$ cat config.mk
export PLATFORM = sky130hd
export DESIGN_NAME = boot_mem_arbiter
export DESIGN_NICKNAME = d
export VERILOG_FILES = /design/src/rtl/boot_mem_pkg.sv /design/src/rtl/boot_mem_arbiter_rr_arb2.sv /design/src/rtl/boot_mem_arbiter.sv
export SDC_FILE = /design/constraint.sdc
export NUM_CORES = 1
export LEC_CHECK = 0
export ABC_AREA = 1
export ABC_CLOCK_PERIOD_IN_PS = 2450
export BUFFER_PORTS_ARGS = -buffer_cell sky130_fd_sc_hd__buf_2
export CORE_AREA = 2 2 153 155
export CTS_BUF_LIST = sky130_fd_sc_hd__clkbuf_4 sky130_fd_sc_hd__clkbuf_8
export CTS_CLUSTER_SIZE = 12
export DETAILED_ROUTE_END_ITERATION = 10
export DIE_AREA = 0 0 155 157
export PLACE_DENSITY = 0.49
export SKIP_CTS_REPAIR_TIMING = 1
export SLEW_MARGIN = 20
export SYNTH_ARGS = -nofsm -noshare
export SYNTH_HDL_FRONTEND = slang
export SYNTH_SLANG_ARGS = --single-unit
$ cat constraint.sdc
create_clock -name clk_i -period 2.45 [get_ports clk_i]
set_clock_uncertainty 0.2 [all_clocks]
set_input_delay 0.49 -clock clk_i [delete_from_list [all_inputs] [get_ports clk_i]]
set_output_delay 0.49 -clock clk_i [all_outputs]
set_load 0.01 [all_outputs]
$ cat src/rtl/boot_mem_pkg.sv
// Shared types for the boot-time SRAM arbiter.
// FSM states, requester ids and the default end-of-program marker.
package boot_mem_pkg;

   typedef enum logic [1:0] {
      ST_IDLE  = 2'd0,
      ST_LOAD  = 2'd1,
      ST_ARMED = 2'd2,
      ST_RUN   = 2'd3
   } boot_state_e;

   typedef enum logic [1:0] {
      ID_LD   = 2'd0,
      ID_IF   = 2'd1,
      ID_DM   = 2'd2,
      ID_NONE = 2'd3
   } req_id_e;

   localparam logic [31:0] END_MARKER_DEF = 32'h0000_0fff;

endpackage

$ cat src/rtl/boot_mem_arbiter_rr_arb2.sv
// Two-way round-robin arbiter used for the core fetch/data ports.
// On a tie the side not granted last wins; reset favours side b.
module rr_arb2 (
   input  logic clk_i,
   input  logic rst_i,
   input  logic en_i,
   input  logic req_a_i,
   input  logic req_b_i,
   output logic gnt_a_o,
   output logic gnt_b_o
);

   // Set when b should win the next tie.
   logic prio_b_q;

   always_comb begin
      gnt_a_o = 1'b0;
      gnt_b_o = 1'b0;
      if (en_i) begin
         if (req_a_i && req_b_i) begin
            gnt_a_o = !prio_b_q;
            gnt_b_o = prio_b_q;
         end else begin
            gnt_a_o = req_a_i;
            gnt_b_o = req_b_i;
         end
      end
   end

   always_ff @(posedge clk_i) begin
      if (rst_i) begin
         prio_b_q <= 1'b1;
      end else if (gnt_a_o) begin
         prio_b_q <= 1'b1;
      end else if (gnt_b_o) begin
         prio_b_q <= 1'b0;
      end
   end

endmodule

$ cat src/rtl/boot_mem_arbiter.sv
// Single-port SRAM arbiter for loader, fetch and data ports.
// Also sequences the load -> arm -> run boot handshake.
module boot_mem_arbiter
   import boot_mem_pkg::*;
#(
   parameter int unsigned       ADDR_W     = 32,
   parameter int unsigned       DATA_W     = 32,
   parameter logic [DATA_W-1:0] END_MARKER = DATA_W'(END_MARKER_DEF),
   parameter int unsigned       CNT_W      = 16
) (
   input  logic                clk_i,
   input  logic                rst_i,
   input  logic                ld_req_i,
   input  logic                ld_we_i,
   input  logic [ADDR_W-1:0]   ld_addr_i,
   input  logic [DATA_W-1:0]   ld_wdata_i,
   output logic                ld_gnt_o,
   output logic                ld_rvalid_o,
   output logic [DATA_W-1:0]   ld_rdata_o,
   input  logic                if_req_i,
   input  logic [ADDR_W-1:0]   if_addr_i,
   output logic                if_gnt_o,
   output logic                if_rvalid_o,
   output logic [DATA_W-1:0]   if_rdata_o,
   input  logic                dm_req_i,
   input  logic                dm_we_i,
   input  logic [DATA_W/8-1:0] dm_be_i,
   input  logic [ADDR_W-1:0]   dm_addr_i,
   input  logic [DATA_W-1:0]   dm_wdata_i,
   output logic                dm_gnt_o,
   output logic                dm_rvalid_o,
   output logic [DATA_W-1:0]   dm_rdata_o,
   output logic                mem_req_o,
   output logic                mem_we_o,
   output logic [DATA_W/8-1:0] mem_be_o,
   output logic [ADDR_W-1:0]   mem_addr_o,
   output logic [DATA_W-1:0]   mem_wdata_o,
   input  logic [DATA_W-1:0]   mem_rdata_i,
   input  logic                boot_go_i,
   input  logic                sw_rst_i,
   output logic                fetch_enable_o,
   output logic                boot_done_o,
   output logic [CNT_W-1:0]    ld_count_o,
   output logic [1:0]          state_o
);

   localparam int unsigned BE_W = DATA_W / 8;

   boot_state_e state_q;
   boot_state_e state_d;
   req_id_e     gnt_id;
   req_id_e     rsp_id_q;
   logic        core_en;
   logic        if_gnt;
   logic        dm_gnt;
   logic        ld_wr;
   logic        ld_mark;

   // The loader always wins; the core only competes in RUN.
   assign core_en = (state_q == ST_RUN) && !ld_req_i;

   rr_arb2 u_rr (
      .clk_i   (clk_i),
      .rst_i   (rst_i),
      .en_i    (core_en),
      .req_a_i (if_req_i),
      .req_b_i (dm_req_i),
      .gnt_a_o (if_gnt),
      .gnt_b_o (dm_gnt)
   );

   assign ld_gnt_o = ld_req_i;
   assign if_gnt_o = if_gnt;
   assign dm_gnt_o = dm_gnt;
   assign ld_wr    = ld_req_i && ld_we_i;
   assign ld_mark  = ld_wr && (ld_wdata_i == END_MARKER);

   always_comb begin
      gnt_id = ID_NONE;
      unique case (1'b1)
         ld_req_i: gnt_id = ID_LD;
         if_gnt:   gnt_id = ID_IF;
         dm_gnt:   gnt_id = ID_DM;
         default:  gnt_id = ID_NONE;
      endcase
   end

   always_comb begin
      mem_req_o   = 1'b0;
      mem_we_o    = 1'b0;
      mem_be_o    = '0;
      mem_addr_o  = '0;
      mem_wdata_o = '0;
      unique case (gnt_id)
         ID_LD: begin
            mem_req_o   = 1'b1;
            mem_we_o    = ld_we_i;
            mem_be_o    = {BE_W{1'b1}};
            mem_addr_o  = ld_addr_i;
            mem_wdata_o = ld_wdata_i;
         end
         ID_IF: begin
            mem_req_o  = 1'b1;
            mem_be_o   = {BE_W{1'b1}};
            mem_addr_o = if_addr_i;
         end
         ID_DM: begin
            mem_req_o   = 1'b1;
            mem_we_o    = dm_we_i;
            mem_be_o    = dm_we_i ? dm_be_i : {BE_W{1'b1}};
            mem_addr_o  = dm_addr_i;
            mem_wdata_o = dm_wdata_i;
         end
         ID_NONE: begin
            mem_req_o = 1'b0;
         end
      endcase
   end

   // boot_go wins over a marker write landing in the same LOAD cycle.
   always_comb begin
      state_d = state_q;
      unique case (state_q)
         ST_IDLE: begin
            if (ld_mark)    state_d = ST_ARMED;
            else if (ld_wr) state_d = ST_LOAD;
         end
         ST_LOAD: begin
            if (boot_go_i)    state_d = ST_RUN;
            else if (ld_mark) state_d = ST_ARMED;
         end
         ST_ARMED: begin
            if (boot_go_i) state_d = ST_RUN;
         end
         ST_RUN: begin
            state_d = ST_RUN;
         end
      endcase
      if (sw_rst_i) state_d = ST_IDLE;
   end

   always_ff @(posedge clk_i) begin
      if (rst_i) begin
         state_q        <= ST_IDLE;
         rsp_id_q       <= ID_NONE;
         fetch_enable_o <= 1'b0;
         boot_done_o    <= 1'b0;
         ld_count_o     <= '0;
      end else begin
         state_q  <= state_d;
         rsp_id_q <= gnt_id;
         if (sw_rst_i) begin
            fetch_enable_o <= 1'b0;
            boot_done_o    <= 1'b0;
            ld_count_o     <= '0;
         end else begin
            if (state_d == ST_RUN) fetch_enable_o <= 1'b1;
            if (ld_mark)           boot_done_o    <= 1'b1;
            if (ld_wr && (ld_count_o != {CNT_W{1'b1}}))
               ld_count_o <= ld_count_o + CNT_W'(1);
         end
      end
   end

   assign ld_rvalid_o = (rsp_id_q == ID_LD);
   assign if_rvalid_o = (rsp_id_q == ID_IF);
   assign dm_rvalid_o = (rsp_id_q == ID_DM);
   assign ld_rdata_o  = ld_rvalid_o ? mem_rdata_i : '0;
   assign if_rdata_o  = if_rvalid_o ? mem_rdata_i : '0;
   assign dm_rdata_o  = dm_rvalid_o ? mem_rdata_i : '0;
   assign state_o     = state_q;

endmodule

==> out/results.txt, run 1 <==
The flow ran to the end, and the final reports show no timing, DRC or antenna violations. Counting the buffers created by CTS gives 3. The time the final worst path needs with I/O delays and setup is 2270 ps, and the fill cell instance count of the final layout is 2644.

The number of remaining DRC errors came out at 0. The die covers 24300 µm². During synthesis, Yosys emitted a total of 0 warnings. After routing the design area is 5330 µm².

Sequential cells were found to cover 15.8% of the synthesized design area. Global routing used 12.6% of the available tracks. On the worst path, the slowest cell contributes a delay of 350 ps. Number of sinks on the clock net: 23.

The number of max-capacitance violations reported is 0, and the register clock-pin slew on the reported worst setup and hold paths is 90 ps. The global-route wire length before repair was 24700 µm. Measured along the x axis, the die boundary spans 155 µm. For the net count of the finished layout, the log shows 1174.

Measured along the y axis, the die boundary spans 157 µm. The tree is rooted in a clkbuf_8. The first-pass iteration count of the detailed router is 6, and the number of different library cells in the post-synthesis netlist is 30. The average routed wire per standard cell came out at 13.2 µm. The type of the tightest min-delay check was flip-flop to flip-flop. The run gives 14200 µm as the detailed placement HPWL.

Dividing total power by cell area gives a power density of 223 nW/µm². The number of setup violations in the final report came out at 0. The detailed router placed 4957 vias in this run. On the final layout, the worst hold slack is 263 ps. Dividing the final minimum period by the clock period gives 92.7%. The average cell area after synthesis was 5.02 µm²; the data arrival time of the critical path was 1580 ps.

The number of hold violations in the final report was 0. TritonCTS built the clock tree. Setup repair after global routing left no endpoint under its margin. The placeable core region was 22500 µm²; the placed cell area was 5270 µm². For this configuration, the core starts out at a cell density of 13.0%. The summed negative setup slack over all endpoints is 0 ps.

The area overhead of the layout relative to synthesis was 82.4%. The maximum clock frequency was 0.440 GHz; the number of port buffers was 396. Using the TritonRoute via totals, the vias-per-cell ratio works out to 3.96. The actual transition at the worst max-transition pin was 633 ps; the fraction of layout instances using a drive strength above 1 was 45.5%.

The signal on the critical path passes through nand2_1 > nor2_2 > nand2_1 > inv_2 > nor2_1 > inv_1 > nor2_2 > inv_1 > buf_2. The run gives 277 as the violation count after the first detailed-routing iteration. The cell at the slowest stage of the critical path is dfxtp_2.

Counting every net in the synthesized netlist gives 788. The tools report the placement row count as 55. The clock passes through at most 2 buffers. For the number of ports placed on the die boundary, the log shows 397.

The leakage power was 3.28 nW. The H-tree depth reported by CTS is 1, and the number of max-slew violations in the final report is 0. Entering global routing, the biggest net connects 41 pins. The total grt overflow is 0. The number of global-route vias before repair was 4630; the clock latency of the later-clocked register in the worst-skew pair was 280 ps. Category of the most critical setup path: flip-flop to output pin. The run gives 57.8% as the tightest slew margin relative to the limit. Endpoint type of the worst setup path: an output pin. Summing every instance area after synthesis gives 2920 µm². Flip-flop and latch count after synthesis: 23.

For the data required time of the critical path, the log shows 1760 ps. Along the worst path, the maximum fanout reaches 5. STA classifies the critical path startpoint as a flip-flop. The logs give 0 for the post-detailed-route count of antenna-violating nets and 155 µV for the worst-case vdd ir drop. The number of antenna violations at the first check in global routing is 1. The repair_antennas step left the layout with diodes totalling 0. The gate count after technology mapping came out at 582.

The total wire length was 16500 µm. At the end of routability-driven placement, the weighted congestion stood at 0.844.
[state kept, by name, summed over array words and instances, names as in the netlist]
name	cells
boot_done_o	1
fetch_enable_o	1
ld_count_o	16
rsp_id_q	2
state_o	2
u_rr.prio_b_q	1
[worst max-delay path, delay by kind of cell (launching register included)]
family | cells | cell delay, ps
AND/OR/NAND/NOR | 5 | 530
buffers and inverters | 4 | 410
flip-flops | 1 | 350
[routing by layer]
metal	GRT usage [%]	up-vias	routed length (µm)
met4	2.69	2	248
met5	0	-	13
met3	1.93	22	1120
met1	14.9	2144	6920
li1	-	2541	-
met2	24.1	248	8230
[area by class of cell]
type	instances	area, µm²	share of cell area (%)
clock buffers	3	41.3	0.774
clock inverters	1	5.00	0.0939
inverters	82	310	5.82
multi-input cells	447	2010	37.7
flip-flops and latches	23	463	8.68
well taps	285	357	6.69
repair buffers	411	2150	40.3
[stage by stage]
stage	std cells	util, %	setup slack, ps	total power [W]
after floorplan	582	-	435	0.000614
final	1252	23.7	178	0.00119
after global placement	1248	23.4	134	0.000938
after detailed placement	1248	23.4	117	0.000939
after CTS	1252	23.6	13.5	0.00120
after global routing	1252	23.7	29.3	0.00127
[cell usage after synthesis (all sizes together)]
master	count	area share, %
clkinv	1	0.13
o21ai	24	4.1
a22o	12	3.6
inv	81	10
and3	1	0.21
clkbuf	18	2.3
o21bai	2	0.51
nand2	188	25
o21a	1	0.26
xor2	5	1.5
nor3	8	1.5
xnor2	3	0.90
a21oi	16	3.6
buf	12	3.0
nor2	137	18
nand4	4	0.86
nor3b	1	0.26
dfxtp	23	16
nand3	44	8.1
ha	1	0.43
[cells by family (layout without fill, tap and decap cells)]
family | after synthesis | after routing | share of synthesized area, %
adders and majority gates | 1 | 1 | 0.428
and+or+nand+nor | 383 | 383 | 53.5
AOI/OAI and AO/OA | 55 | 55 | 12.1
DFF | 23 | 23 | 15.8
buffers and inverters | 112 | 497 | 15.8
xor gates and xnor gates | 8 | 8 | 2.40
[report_power, final]
group	total [W]	switching, W	internal, W
sequential	0.000381	0.00000423	0.000377
clock	0.000258	0.000144	0.000114
combinational	0.000548	0.000296	0.000252
total	0.00119	0.000444	0.000743
[layout by cell type, fill, tap and decap left out, types with 5 or more instances in the layout]
cell type,Yosys,final
dfxtp_1,23,21
xor2_1,5,5
nor2_1,136,134
nand3_1,42,42
a21oi_2,7,7
a21oi_1,9,9
nand2_1,182,181
inv_1,79,78
buf_2,8,396
nor3_1,7,7
a22o_1,12,12
buf_4,2,10
nand2_2,6,7
o21ai_0,24,24
[path summary, 6_finish.rpt]
check | slack [ps] | start | depth (start not counted) | to
worst max-delay path | 180 | state_o[0] | 9 | mem_req_o
worst min-delay path | 260 | boot_done_o | 2 | boot_done_o
worst max register to register | 580 | ld_count_o[1] | 7 | ld_count_o[12]
worst min register to register | 260 | boot_done_o | 2 | boot_done_o
(Power assumes the default switching activity.)
==> run 2, diff against run 1 <==
- ABC_CLOCK_PERIOD_IN_PS: 2450 -> 2380
- clock period: 2.45 -> 2.38 ns (I/O delays scaled with it)
==> out/results.txt, run 2 (same netlist as run 1, synthesis figures left out) <==
The run finished with clean final reports. TritonCTS built the clock tree. For the effective utilization at floorplan, the log shows 13.0%.

The clock passes through at most 2 buffers. The final weighted congestion of routability-driven global placement is 0.867. Subtracting the final worst setup slack from the clock period gives 2260 ps. Number of antenna violations at the first check in global routing: 0. Timing would allow up to 0.442 GHz.

The routed design has 16600 µm of wire. The number of hold violations in the final report was 0. The library cell used most frequently in the layout, excluding fill and tap cells, is buf_2.

The type of the tightest min-delay check is flip-flop to flip-flop. In the routed layout, each cell is associated on average with a via count of 3.92. Cell internal power was estimated by the tool at 0.000766 W. The logs give 500 ps for the reg2reg setup slack and 12.4% for the global-route usage over all layers.

The routed layout has 4929 vias. The placeable core region is 22500 µm². The repair_antennas step left the layout with diodes totalling 0. After the flow finishes, the layout carries non-filler instances totaling 1256. The root buffer cell chosen for the clock tree is clkbuf_8. The setup path with the least slack is of type flip-flop to output pin.

The post-route netlist has 45.8% of its cells at a drive strength greater than 1. The number of max-slew violations in the final report was 0. The tools report the routed wire length on met2 as 8350 µm.

The startpoint identified for the worst register-to-register timing path is ld_count_o[1]. Number of global-route vias before repair: 4502. Global routing finished with a remaining overflow of 0. The worst setup path is captured at an output pin.

Following the worst setup path forward leads to its endpoint at mem_wdata_o[2]. The clock reaches the later pin of the worst-skew pair after 280 ps. Data arrival time of the critical path: 1590 ps. The floorplan step set the die height to 157 µm. The sequential cell area was 463 µm²; the data required time of the critical path was 1700 ps. The worst hold path was traced through 2 stages.

For the H-tree depth reported by CTS, the log shows 1. Counting the fill cells in the layout gives 2639. Of the total power, the share spent switching nets is 37.0%.

At the end of the flow the core is filled with cells to 24.0%. In the final design database the tool counted 1178 nets. The final clock period utilization by the worst path is 95.2%, and the post-detailed-route count of antenna-violating nets is 0. In the final routing, the length of wire on met1 measures 6950 µm. The first-pass iteration count of the detailed router is 4, and the placement row count is 55. The number of port buffers is 396.

The top cell types in the final layout, fill and taps aside, are 396 x buf_2, 180 x nand2_1, 134 x nor2_1. After clock tree synthesis, the clock-pin slew on the worst setup and hold paths is 90 ps. Along the worst path, the maximum fanout reaches 16. The tools report the number of placed instances, taps included as 1249. In this run, the clock network consumes 21.2% of the power. The multi-input combinational cells in the finished layout cover a total of 2020 µm². Pin placement for this block handled 397 I/O pins. The area overhead of the layout relative to synthesis is 84.5%, and the number of buffers created by CTS is 3. In this run, flip-flops and latches consume 32.3% of the power. At the pin with the least slew margin, the transition time is 360 ps. After legalization and detailed placement, the total HPWL measured 14200 µm. The die is 155 µm wide. ld_count_o holds more flip-flops than any other register. STA classifies the critical path startpoint as a flip-flop. For this design the total switching power over the nets is 0.000450 W.

The register with the most flip-flops in the layout has 16 of them. The die covers 24300 µm². The global-route wire length before repair is 24000 µm.

In this run, the number of DRC markers left after iteration 0 of detailed routing was 244. The routed length on met3 was 1150 µm. In this run the static leakage power is 3.31 nW.

Power per cell area: 226 nW/µm². The endpoint of the worst-slack reg-to-reg timing path was ld_count_o[7]. The number of max-capacitance violations reported is 0. The highest metal layer carrying signal wires in the routed design is met4. Setup violations remaining at the end of the flow were counted as 0. The tools report the portion of total power attributed to combinational logic as 46.6%. Measured in cells, the most critical reg-to-reg path has a length of 9. The worst-case vdd ir drop is 133 µV. The most critical setup path has its startpoint at u_rr.prio_b_q.

After detailed routing, the number of remaining DRC violations is 0. In the final routed layout, each cell accounts on average for 13.2 µm. The worst pin sits at a relative slew slack of 76.0%. Number of sinks on the clock net: 23. Entering global routing, the biggest net connects 49 pins.

In this run the most critical hold path is launched from fetch_enable_o. Setup repair after global routing left no endpoint under its margin.
## run 2: metrics by stage
stage          setup slack (ps)  total power [W]  instance area (µm²)  setup TNS (ps)  hold slack [ps]
6_report                    115          0.00122                 5390               0              254
5_1_grt                    2.91          0.00130                 5390               0              291
4_1_cts                   -59.0          0.00125                 5320           -1230              258
3_5_place_dp               82.7         0.000968                 5280               0              241
3_3_place_gp               77.7         0.000968                 5280               0              242
2_1_floorplan               393         0.000632                 2920               0              251
## run 2: critical path: stages (launching register included)
cell       delay [ps]
dfxtp_1           340
o21a_1            200
nand2_2           120
clkinv_4          130
clkbuf_16         200
a22o_1            180
buf_2             140
## run 2: layer usage
metal	GRT usage, %	vias up
met5	0	-
met4	2.29	0
met3	1.57	13
met2	23.8	246
met1	14.7	2118
li1	-	2552
## run 2: how the worst min path moves through the flow
stage / endpoint
after floorplan: u_rr.prio_b_q
after global placement: boot_done_o
after detailed placement: fetch_enable_o
after CTS: fetch_enable_o
after global routing: fetch_enable_o
final: fetch_enable_o
## run 2: power by group through the flow
stage	clock network, W	logic [W]	registers [W]
floorplan	0	0.000231	0.000401
global placement	0	0.000567	0.000402
detailed placement	0	0.000566	0.000402
CTS	0.000291	0.000569	0.000393
global route	0.000289	0.000622	0.000394
finish	0.000257	0.000566	0.000392
## run 2: cell type report
| class | instances | area share (%) |
|---|---|---|
| multi-input cells | 447 | 37.4 |
| repair buffers | 414 | 40.7 |
| flip-flops and latches | 23 | 8.59 |
| well taps | 285 | 6.61 |
| repair inverters | 1 | 0.0928 |
| clock inverters | 1 | 0.0928 |
| inverters | 82 | 5.80 |
| clock buffers | 3 | 0.766 |
==> run 3, diff against run 2 <==
- CELL_PAD_IN_SITES_DETAIL_PLACEMENT: not set -> 1
- CELL_PAD_IN_SITES_GLOBAL_PLACEMENT: not set -> 1
- CORE_AREA: 2 2 153 155 -> 2 2 156 158
- CTS_CLUSTER_DIAMETER: not set -> 30
- DIE_AREA: 0 0 155 157 -> 0 0 158 160
- PLACE_DENSITY: 0.49 -> 0.71
==> out/results.txt, run 3 (same netlist as run 1, synthesis figures left out) <==
Headroom to the max-slew limit came out at 57.7%. The flow ran to the end, and the final reports show no timing, DRC or antenna violations. The critical path contains buffers and inverters numbering 3 combined. For the summed negative setup slack over all endpoints, the log shows 0 ps. At the worst endpoint, the arrival time is 1590 ps. For this design the ratio of total power to cell area is 226 nW/µm². TritonCTS built the clock tree.

The register clock-pin slew on the reported worst setup and hold paths works out to 90 ps. The detailed placement HPWL came out at 15600 µm. In this run the horizontal extent of the chip is 158 µm.

Number of port buffers: 396. The number of setup violations in the final report was 0; the average routed wire per standard cell was 14.0 µm. Counting I/O delays and the setup requirement, the final critical path takes 2270 ps.

The first global-routing pass estimated 26500 µm of wire. In this run the remaining antenna-violating nets after routing total 0. The area growth from synthesis to layout is 85.7%. The number of sinks on the clock net is 23. Register name with the most flops: ld_count_o.

In the finished design, the share of the clock period the worst path needs comes to 95.2%. Measured on the finished design, the core utilization comes to 22.8%. Setup repair after global routing left no endpoint under its margin. For the placeable core region, the log shows 23800 µm². The library cell appearing most often on the critical path was nand2_1. The most common cell after layout, fill and taps aside is buf_2.

The net count of the finished layout was 1177; the placement row count was 57. For the final design area excluding fillers, the log shows 5430 µm². The hold path startpoint is fetch_enable_o. Type of the tightest min-delay check: flip-flop to flip-flop. In the global route stage, overall resource usage came out at 13.1%. The signal on the critical path passes through nand2_1 > nor2_2 > nand2_1 > inv_2 > buf_12 > nand2_1 > nand3_1 > buf_2. The number of vias per cell after detailed routing was 3.93. The worst setup path is launched from a flip-flop.

In the post-route analysis, the smallest setup slack over all paths is 113 ps. The logs give 5310 µm² for the placed cell area and 397 for the number of ports placed on the die boundary. The tool flagged a number of max-cap violations equal to 0. The final layout contains routed wiring with a total length of 18100 µm. The worst slack at placement is 24.0 ps, and the number of global-route vias before repair is 5061. The floorplan step defined a die boundary enclosing 25300 µm².

Along the worst path, the maximum fanout reaches 33. The actual transition at the worst max-transition pin is 634 ps, and the number of buffers created by CTS is 3. The worst-case IR drop observed on VDD is 145 µV.

The longest clock path from root to sink contains 2 buffers. After the flow finishes, the layout carries non-filler instances totaling 1296. The number of hold violations in the final report is 0. The flip-flop count of the largest register after layout is 16. Entering global routing, the biggest net connects 46 pins. The final weighted congestion of routability-driven global placement was 0.891. Total grt overflow: 0. Once the floorplan was initialized, standard cells occupied 12.3% of the core.

The logs give 270 ps for the clock latency of the later-clocked register in the worst-skew pair and 3.29 nW for the leakage power. After detailed placement, the design holds a cell count of 1289. Number of max-slew violations in the final report: 0. The tree is rooted in a clkbuf_8.

The run gives 1 as the H-tree depth reported by CTS. Cell at the slowest stage of the critical path: dfxtp_4. The first detailed-routing pass ran for 4 iterations.

For this run, the slowest stage of the critical path takes 370 ps. Tracing the worst setup path back leads to its startpoint at state_o[0]. By startpoint and endpoint, the worst setup path is classified as flip-flop to output pin.

Endpoint type of the worst setup path: an output pin. The chip height is 160 µm. The tools report the number of remaining DRC errors as 0.

STA puts the critical path data required time at 1700 ps. The filler cells instantiated in the layout total 3287. Number of antenna violations at the first check in global routing: 2.

The fraction of layout instances using a drive strength above 1 is 46.0%, and the via count is 5090. The violation count after the first detailed-routing iteration was 210; the maximum clock frequency was 0.441 GHz. On the critical path the largest part of the delay comes from simple AND/OR/NAND/NOR gates. The top cell types in the final layout, fill and taps aside, are 396 x buf_2, 180 x nand2_1, 134 x nor2_1. The startpoint identified for the worst register-to-register timing path is ld_count_o[1].
[run 3: cell types whose count changed in the layout (fill, tap and decap cells not counted), sizes merged]
| cell | delta |
|---|---|
| diode | +2 |
| clkinv | -1 |
| clkinvlp | +1 |
| inv | -1 |
[run 3: layout make-up]
cell class	instances	area (µm²)	share of cell area (%)
Timing Repair Buffer	414	2170	39.9
Clock buffer	3	41.3	0.761
Tap cell	324	405	7.47
Inverter	82	317	5.83
Clock inverter	1	5.00	0.0922
Antenna cell	2	5.00	0.0922
Sequential cell	23	467	8.60
Multi-Input combinational cell	447	2020	37.2
[run 3: metal layers]
| metal | part of all wire (%) | global-route usage [%] |
|---|---|---|
| met5 | 0 | 0 |
| met4 | 1.1 | 2.42 |
| met3 | 7.5 | 1.55 |
| met2 | 50 | 24.9 |
| met1 | 42 | 15.7 |
[run 3: report_power, final]
part | total, W | leakage, nW | internal [W] | switching [W]
clock | 0.000265 | 0.0255 | 0.000118 | 0.000148
sequential | 0.000392 | 0.187 | 0.000388 | 0.00000413
combinational | 0.000571 | 3.08 | 0.000258 | 0.000313
total | 0.00123 | 3.29 | 0.000763 | 0.000465
[run 3: path summary, 6_finish.rpt]
check        slack (ps)  depth (start not counted)              to
min                 260                          2  fetch_enable_o
min reg2reg         260                          2  fetch_enable_o
max reg2reg         500                          8   ld_count_o[0]
max                 110                          8  mem_addr_o[24]
[run 3: worst register-to-register path: cells and delay by family (launching register included)]
family / cells / cell delay, ps
AND/OR/NAND/NOR: 5 / 480
flip-flops: 1 / 400
XOR/XNOR: 1 / 180
adder cells (fa/ha/maj): 1 / 240
buffers and inverters: 1 / 250
[run 3: through the flow]
stage / hold slack, ps / total power (W)
floorplan: 251 / 0.000632
global placement: 241 / 0.000968
detailed placement: 245 / 0.000975
CTS: 262 / 0.00125
global route: 280 / 0.00132
finish: 256 / 0.00123
